==> config.mk <==
export PLATFORM = sky130hd
export DESIGN_NAME = fpu_arbiter
export DESIGN_NICKNAME = d
export VERILOG_FILES = /design/src/rtl/fpu_arbiter.sv
export SDC_FILE = /design/constraint.sdc
export NUM_CORES = 1
export LEC_CHECK = 0
export CAP_MARGIN = 20
export CELL_PAD_IN_SITES_DETAIL_PLACEMENT = 1
export CELL_PAD_IN_SITES_GLOBAL_PLACEMENT = 1
export CORE_ASPECT_RATIO = 0.75
export CORE_MARGIN = 4
export CORE_UTILIZATION = 26
export DETAILED_ROUTE_END_ITERATION = 7
export GPL_TIMING_DRIVEN = 0
export PLACE_DENSITY = 0.79
export SETUP_SLACK_MARGIN = 0.1
export SYNTH_ARGS = -nofsm -noshare
export SYNTH_HDL_FRONTEND = slang
export SYNTH_SLANG_ARGS = --single-unit
==> constraint.sdc <==
create_clock -name clock -period 1.7 [get_ports clock]
set_input_delay 0.255 -clock clock [delete_from_list [all_inputs] [get_ports clock]]
set_output_delay 0.255 -clock clock [all_outputs]
set_load 0.05 [all_outputs]
==> src/rtl/fpu_arbiter.sv <==
// rtl/fpu_arbiter.sv - two-requester round-robin front end for a shared FPU
// Optional WAIT watchdog enabled by defining FPU_ARB_TIMEOUT_EN.
module fpu_arbiter #(
  parameter int NUM_REQ        = 2,
  parameter int TIMEOUT_CYCLES = 64
) (
  input  logic        clock,
  input  logic        reset,
  input  logic [1:0]  req_valid,
  output logic [1:0]  req_ready,
  input  logic [63:0] req_op_a,
  input  logic [63:0] req_op_b,
  output logic [1:0]  rsp_valid,
  input  logic [1:0]  rsp_ready,
  output logic [31:0] rsp_data,
  output logic [3:0]  rsp_status,
  output logic        fpu_start,
  output logic [31:0] fpu_op_a,
  output logic [31:0] fpu_op_b,
  input  logic        fpu_done,
  input  logic [31:0] fpu_data,
  input  logic [3:0]  fpu_status,
  output logic        busy,
  output logic        grant_id
);

  localparam logic [1:0] ST_IDLE  = 2'd0;
  localparam logic [1:0] ST_ISSUE = 2'd1;
  localparam logic [1:0] ST_WAIT  = 2'd2;
  localparam logic [1:0] ST_RESP  = 2'd3;

  if (NUM_REQ != 2 || TIMEOUT_CYCLES < 1) begin : g_bad_cfg
    $error("fpu_arbiter: unsupported NUM_REQ or TIMEOUT_CYCLES");
  end

  logic [1:0]  state;
  logic        last_grant;
  logic [31:0] op_a_q;
  logic [31:0] op_b_q;
  logic        win_valid;
  logic        win_id;
  logic        accept;
  logic        rsp_fire;
  logic        expired;

  always_comb begin
    win_valid = |req_valid;
    // With both requesting, the one that did not win last time goes next.
    win_id    = (req_valid == 2'b11) ? ~last_grant : ~req_valid[0];
    req_ready = 2'b00;
    if (state == ST_IDLE && reset && win_valid)
      req_ready = win_id ? 2'b10 : 2'b01;
    accept    = |(req_valid & req_ready);
    rsp_valid = (state == ST_RESP) ? (grant_id ? 2'b10 : 2'b01) : 2'b00;
    rsp_fire  = (state == ST_RESP) && rsp_ready[grant_id];
    busy      = (state != ST_IDLE);
    fpu_start = (state == ST_ISSUE);
    fpu_op_a  = (state == ST_ISSUE || state == ST_WAIT) ? op_a_q : 32'h0;
    fpu_op_b  = (state == ST_ISSUE || state == ST_WAIT) ? op_b_q : 32'h0;
  end

`ifdef FPU_ARB_TIMEOUT_EN
  localparam int CW = $clog2(TIMEOUT_CYCLES + 1);
  localparam logic [CW-1:0] CNT_LAST = CW'(TIMEOUT_CYCLES - 1);

  logic [CW-1:0] wait_cnt;

  always_ff @(posedge clock or negedge reset) begin
    if (!reset)
      wait_cnt <= '0;
    else if (state != ST_WAIT)
      wait_cnt <= '0;
    else
      wait_cnt <= wait_cnt + 1'b1;
  end

  assign expired = (state == ST_WAIT) && !fpu_done && (wait_cnt == CNT_LAST);
`else
  assign expired = 1'b0;
`endif

  always_ff @(posedge clock or negedge reset) begin
    if (!reset) begin
      state      <= ST_IDLE;
      grant_id   <= 1'b0;
      last_grant <= 1'b1;
      op_a_q     <= 32'h0;
      op_b_q     <= 32'h0;
      rsp_data   <= 32'h0;
      rsp_status <= 4'h0;
    end else begin
      case (state)
        ST_IDLE: begin
          if (accept) begin
            grant_id <= win_id;
            op_a_q   <= win_id ? req_op_a[63:32] : req_op_a[31:0];
            op_b_q   <= win_id ? req_op_b[63:32] : req_op_b[31:0];
            state    <= ST_ISSUE;
          end
        end
        ST_ISSUE: state <= ST_WAIT;
        ST_WAIT: begin
          if (fpu_done) begin
            rsp_data   <= fpu_data;
            rsp_status <= fpu_status;
            state      <= ST_RESP;
          end else if (expired) begin
            rsp_data   <= 32'h0;
            rsp_status <= 4'hF;
            state      <= ST_RESP;
          end
        end
        ST_RESP: begin
          if (rsp_fire) begin
            last_grant <= grant_id;
            state      <= ST_IDLE;
          end
        end
        default: state <= ST_IDLE;
      endcase
    end
  end

endmodule
**Word-level counts from Yosys, hierarchy flattened**

Cells that the tools add are included.

- Bitwise gates (word level): 3
- Mux-type cells: 15
- $lt $le $gt $ge: 1
- Reductions and logical operators: 12
- Eq/ne operators: 7

Operators with widths:

| kind | number |
|---|---|
| 2-to-1 mux 32 bit | 4 |
| 2-to-1 mux 2 bit | 7 |
| one-hot mux 2 bit (4 select lines) | 1 |
| equality test 2 bit (second input constant) | 3 |
| != test 2 bit (second input constant) | 3 |
| AND reduction 2 bit | 3 |
| OR reduction 2 bit | 2 |
| logical AND 1 bit | 3 |
| 2-to-1 mux 1 bit | 3 |
| AND reduction 3 bit | 1 |
| bitwise AND 2 bit | 1 |
| equality test 2 x 1 -> 1 bit (second input constant) | 1 |
| logical NOT 2 bit | 1 |
| < comparator 1 x 2 -> 1 bit (second input constant) | 1 |
| NOT 1 bit | 2 |
| nonzero test 2 bit | 1 |
| logical OR 1 bit | 1 |

- Output and inout bits: 107
- Logic and storage cells: 45
- Flip-flop bits (word level): 104

**Longest topological paths before layout**

- Depth after elaboration: 8
- Gate-level depth with buffers: 7

**Worst setup path after synthesis**

Ideal clock, no wire load.

- Kind: reg-to-reg
- Start point: register state[0]
- End point: register grant_id
- Library setup time: 0.068 ns
- Data required time: 1.632 ns
- Path buffers: 0
- Slack: -0.232 ns
- Data arrival time: 1.865 ns
- Cell stages (with the launch flop): 6
- Path through: dfrtp_1 > inv_1 > ha_1 > nand3_1 > a21oi_1 > o22a_1

- Word-level cells in the longest chain between the ends: 7

Ends and longest elaborated chain:

| element | line | source |
|---|---|---|
| start: declaration | 36 | `logic [1:0] state;` |
| start signal: assignment | 84 | `state <= ST_IDLE;` |
| start signal: assignment | 98 | `state <= ST_ISSUE;` |
| start signal: assignment | 101 | `ST_ISSUE: state <= ST_WAIT;` |
| logical NOT 2 bit | 51 | `if (state == ST_IDLE && reset && win_valid)` |
| logical AND 1 bit (2 in a row) | 51 |  |
| 2-to-1 mux 2 bit | 51 |  |
| net req_ready[1] | 10 | `output logic [1:0] req_ready,` |
| bitwise AND 2 bit | 53 | `accept = \|(req_valid & req_ready);` |
| OR reduction 2 bit | 53 |  |
| AND reduction 2 bit (no source line) | - |  |
| end signal: assignment | 95 | `grant_id <= win_id;` |
| end: declaration | 24 | `output logic grant_id` |

The timed path passes the listed nets, and every way through them passes these cells.
A chain may end at the register's enable or synchronous reset.

**Final worst setup path**

- Start point: register state[0]
- End point: output port fpu_op_a[15]

- Word-level cells in the longest chain between the ends: 3
- Elaborated cells between the ends (all ways): 4
- Classes of those cells: 2 x eq/ne; 1 x mux; 1 x reduce/logical

Ends and longest elaborated chain:

| element | line | source |
|---|---|---|
| equality test 2 x 1 -> 1 bit or equality test 2 bit (tied branches) | 58 | `fpu_op_a = (state == ST_ISSUE \|\| state == ST_WAIT) ? op_a_q : 32'h0;` |
| logical OR 1 bit * | 58 |  |
| 2-to-1 mux 32 bit * | 58 |  |
| end: declaration | 18 | `output logic [31:0] fpu_op_a,` |

Every way passes the cells marked *; elsewhere a longest branch is shown, timed or not.

==> summary.txt <==
Setup path
  – Worst r2r path cells: 6
  – Crit Path Max Fanout: 10
  – Launch point of the worst reg-to-reg path: state[1]$_DFFE_PN0P_
  – Reg2reg end: state[1]$_DFFE_PN0P_
  – Worst Setup End Kind: output pin
  – R2R Setup Slk: -0.01 ns
  – Worst path arrival time: 1.76 ns
  – Critical Path RT: 1.44 ns
  – Startpoint class of the critical path: flop
  – Setup CP Type: reg -> out

Logic synthesis
  – Mux contribution to synthesized area: 0.0823
  – Simple-gate share of the synthesized area: 0.223
  – Post-synthesis compound-gate area fraction: 0.146
  – Synth Area in Adders: 0.0118
  – Seq/Total Area, Yosys: 0.491
  – Ys Warns: 0
  – Mean post-synth cell area: 9.79 um^2
  – Primary FF master, synth: dfrtp_1
  – Async SR Flop Fraction: 1.00
  – Yosys cell types: 27
  – Post-synth EDFFs: 0
  – Synth Area in XOR/XNOR: 0
  – Mapped Cells: 542
  – Syn_nets: 718
  – Yosys reg bits: 104
  – Cell Area, Synth: 5310 um^2
  – Main combinational cell family by area after synthesis: simple AND/OR/NAND/NOR gates

Clock tree
  – H-tree depth: 3
  – Clk_lat worst skew: 0.35 ns
  – Clock Pin Slew Worst Setup and Hold Paths: 0.08 ns
  – CTS Buf Count: 9
  – Root Buffer: clkbuf_16
  – Clock sinks: 104
  – CTS tree: built
  – CTS Buffer Depth: 2

Floorplan
  – Die Ht: 132 um
  – DIE AREA: 22800 um^2
  – Row count: 44
  – Core area: 19700 um^2
  – Die width: 173 um
  – # IOs: 278
  – Initial Util: 0.269

Job
  – Max Cap Viol: 0

Timing
  – Final Hold Vio Count: 41
  – Slew @ Worst Pin: 0.552 ns
  – Layout Skew: 0.00824 ns
  – Worst relative slew slack: 0.634
  – Final setup fails: 67
  – Fin. max-slew vios: 0
  – Final worst-path cycle share: 1.18
  – Post-layout min period: 2.01 ns
  – Max frequency: 497 MHz
  – Worst hold slack: -0.174 ns
  – Post-route worst setup slack: -0.311 ns
  – RSZ-0062 raised after global routing: true

Final layout
  – Commonest non-fill, non-tap cell in the layout: clkdlybuf4s50_1
  – Layout area overhead: 93.7%
  – Final core occ: 0.521
  – Fin nets: 1037
  – Most frequent cells in the layout: 167 x clkdlybuf4s50_1, 102 x dfrtp_1, 64 x nand3b_1, 60 x a31oi_1, 55 x and2_4
  – Share of cells above drive strength 1: 0.381

Power
  – Tot Pwr: 27.2 mW
  – Sw Share: 0.486
  – Power density over the cells: 2650 nW/um^2
  – Gate power share: 0.752
  – Switching pwr: 13.2 mW
  – Clock power share: 0.079
  – Peak VDD IR: 1.42 mV
  – Internal power: 14.0 mW
  – Reg power frac: 0.169
  – Leakage: 4.27 nW

Placement
  – Port bufs: 277
  – Detail Placement HPWL: 17100 um
  – Gp weighted congestion: 0.867

Detailed routing
  – # DRC: 0
  – Vias: 5480
  – 1st-iter DRT viols: 209
  – Total wire length: 23900 um
  – ANT nets after route: 0
  – DR WL/cell: 21.4 um
  – Via density: 4.89
  – Drt first pass iters: 4

Global route
  – Vias in the first global route: 5871
  – GRT Overall Usage: 0.194
  – First-pass GRT wire length: 34600 um
  – Initial antenna violation count: 4
  – Remaining Overflow, GRT: 0
  – Largest net degree at the start of global routing: 64

Worst hold path
  – Worst Hold Class: in -> async

Status
  – Outcome: finished with violations
  – Failing checks: negative hold slack, negative setup slack
[metal layers]
metal	up-vias	global-route usage	wire, um
li1	2543	-	-
met1	2675	0.241	10000
met2	225	0.325	11500
met3	29	0.0750	2050
met4	8	0.0421	333
met5	-	0	54
[worst max-delay path by stage]
stage | from | to | depth (start not counted)
3_3_place_gp | reset | state[1]$_DFFE_PN0P_ | 4
5_1_grt | state[0]$_DFFE_PN0P_ | fpu_op_a[15] | 6
3_5_place_dp | state[0]$_DFFE_PN0P_ | fpu_op_a[28] | 6
4_1_cts | state[1]$_DFFE_PN0P_ | fpu_op_a[19] | 6
2_1_floorplan | grant_id$_DFFE_PN0P_ | state[1]$_DFFE_PN0P_ | 3
6_report | state[0]$_DFFE_PN0P_ | fpu_op_a[15] | 6
[metrics by stage]
stage                     instance area, um^2  std cells  TNS, ns  setup slack [ns]
after global placement                   8540       1072  -779.65             -4.62
after global routing                    10300       1119   -23.13            -0.391
after detailed placement                 8570       1073   -91.57             -1.12
after floorplan                          5450        542        0            0.0935
final                                   10300       1120   -17.54            -0.311
after CTS                                9510       1104   -19.00            -0.328
[cell families (layout without fill, tap and decap cells)]
family | count (synthesis) | after routing
AND/OR/NAND/NOR | 204 | 204
AO/OA/AOI/OAI | 135 | 135
flip-flops | 104 | 104
buffers and inverters | 55 | 379
multiplexers | 39 | 39
adder cells (fa/ha/maj) | 5 | 5
other | 0 | 1
[worst max-delay path, stage by stage, from the launching register on]
cell and delay, ns:
dfrtp_1 0.42, inv_2 0.10, ha_4 0.22, clkbuf_16 0.17
clkbuf_16 0.16, and2_2 0.17, buf_6 0.15
[cells in the mapped netlist, types with 2 or more instances]
library cell / count / share of area
dfrtp_1: 103 / 0.49
nor2_1: 67 / 0.047
and2_1: 65 / 0.077
a31oi_1: 64 / 0.075
nand3b_1: 64 / 0.091
o21ai_0: 64 / 0.060
mux2_2: 36 / 0.076
buf_2: 24 / 0.023
clkbuf_1: 24 / 0.017
ha_1: 5 / 0.012
a21oi_1: 3 / 0.0028
inv_1: 3 / 0.0021
nand2_1: 3 / 0.0021
buf_4: 2 / 0.0028
mux2i_1: 2 / 0.0038
nor2b_1: 2 / 0.0024
[power by group through the flow]
stage	combinational (mW)	clock (mW)	sequential, mW
CTS	19.1	2.23	4.43
global route	21.4	2.33	4.74
finish	20.5	2.16	4.59
global placement	16.1	0	4.41
detailed placement	16.3	0	4.50
floorplan	9.35	0	5.91
[final cells by class]
class                   instances  area (um^2)
fillers                      2150         9430
repair buffers                308         3430
multi-input cells             383         2980
flip-flops and latches        104         2610
plain buffers                  51          618
well taps                     253          317
clock buffers                   9          225
clock inverters                 7         83.8
inverters                       4         20.0
diodes                          1         2.50
[flip-flops by register name (all words and copies together) (netlist names)]
| name | flops |
|---|---|
| rsp_data | 32 |
| rsp_status | 4 |
| state | 2 |
| op_b_q | 32 |
| op_a_q | 32 |
| last_grant | 1 |
| grant_id | 1 |
[what timing repair did]
action / CTS / global route
pin swaps: 5 / 24
resized for setup: 657 / 184
gates cloned: 3 / 6
endpoints found under the setup margin: 202 / 148
setup buffers: 12 / 11
endpoints found under the hold margin: 41 / 41
Note: power is estimated with default switching activity, not from simulation.
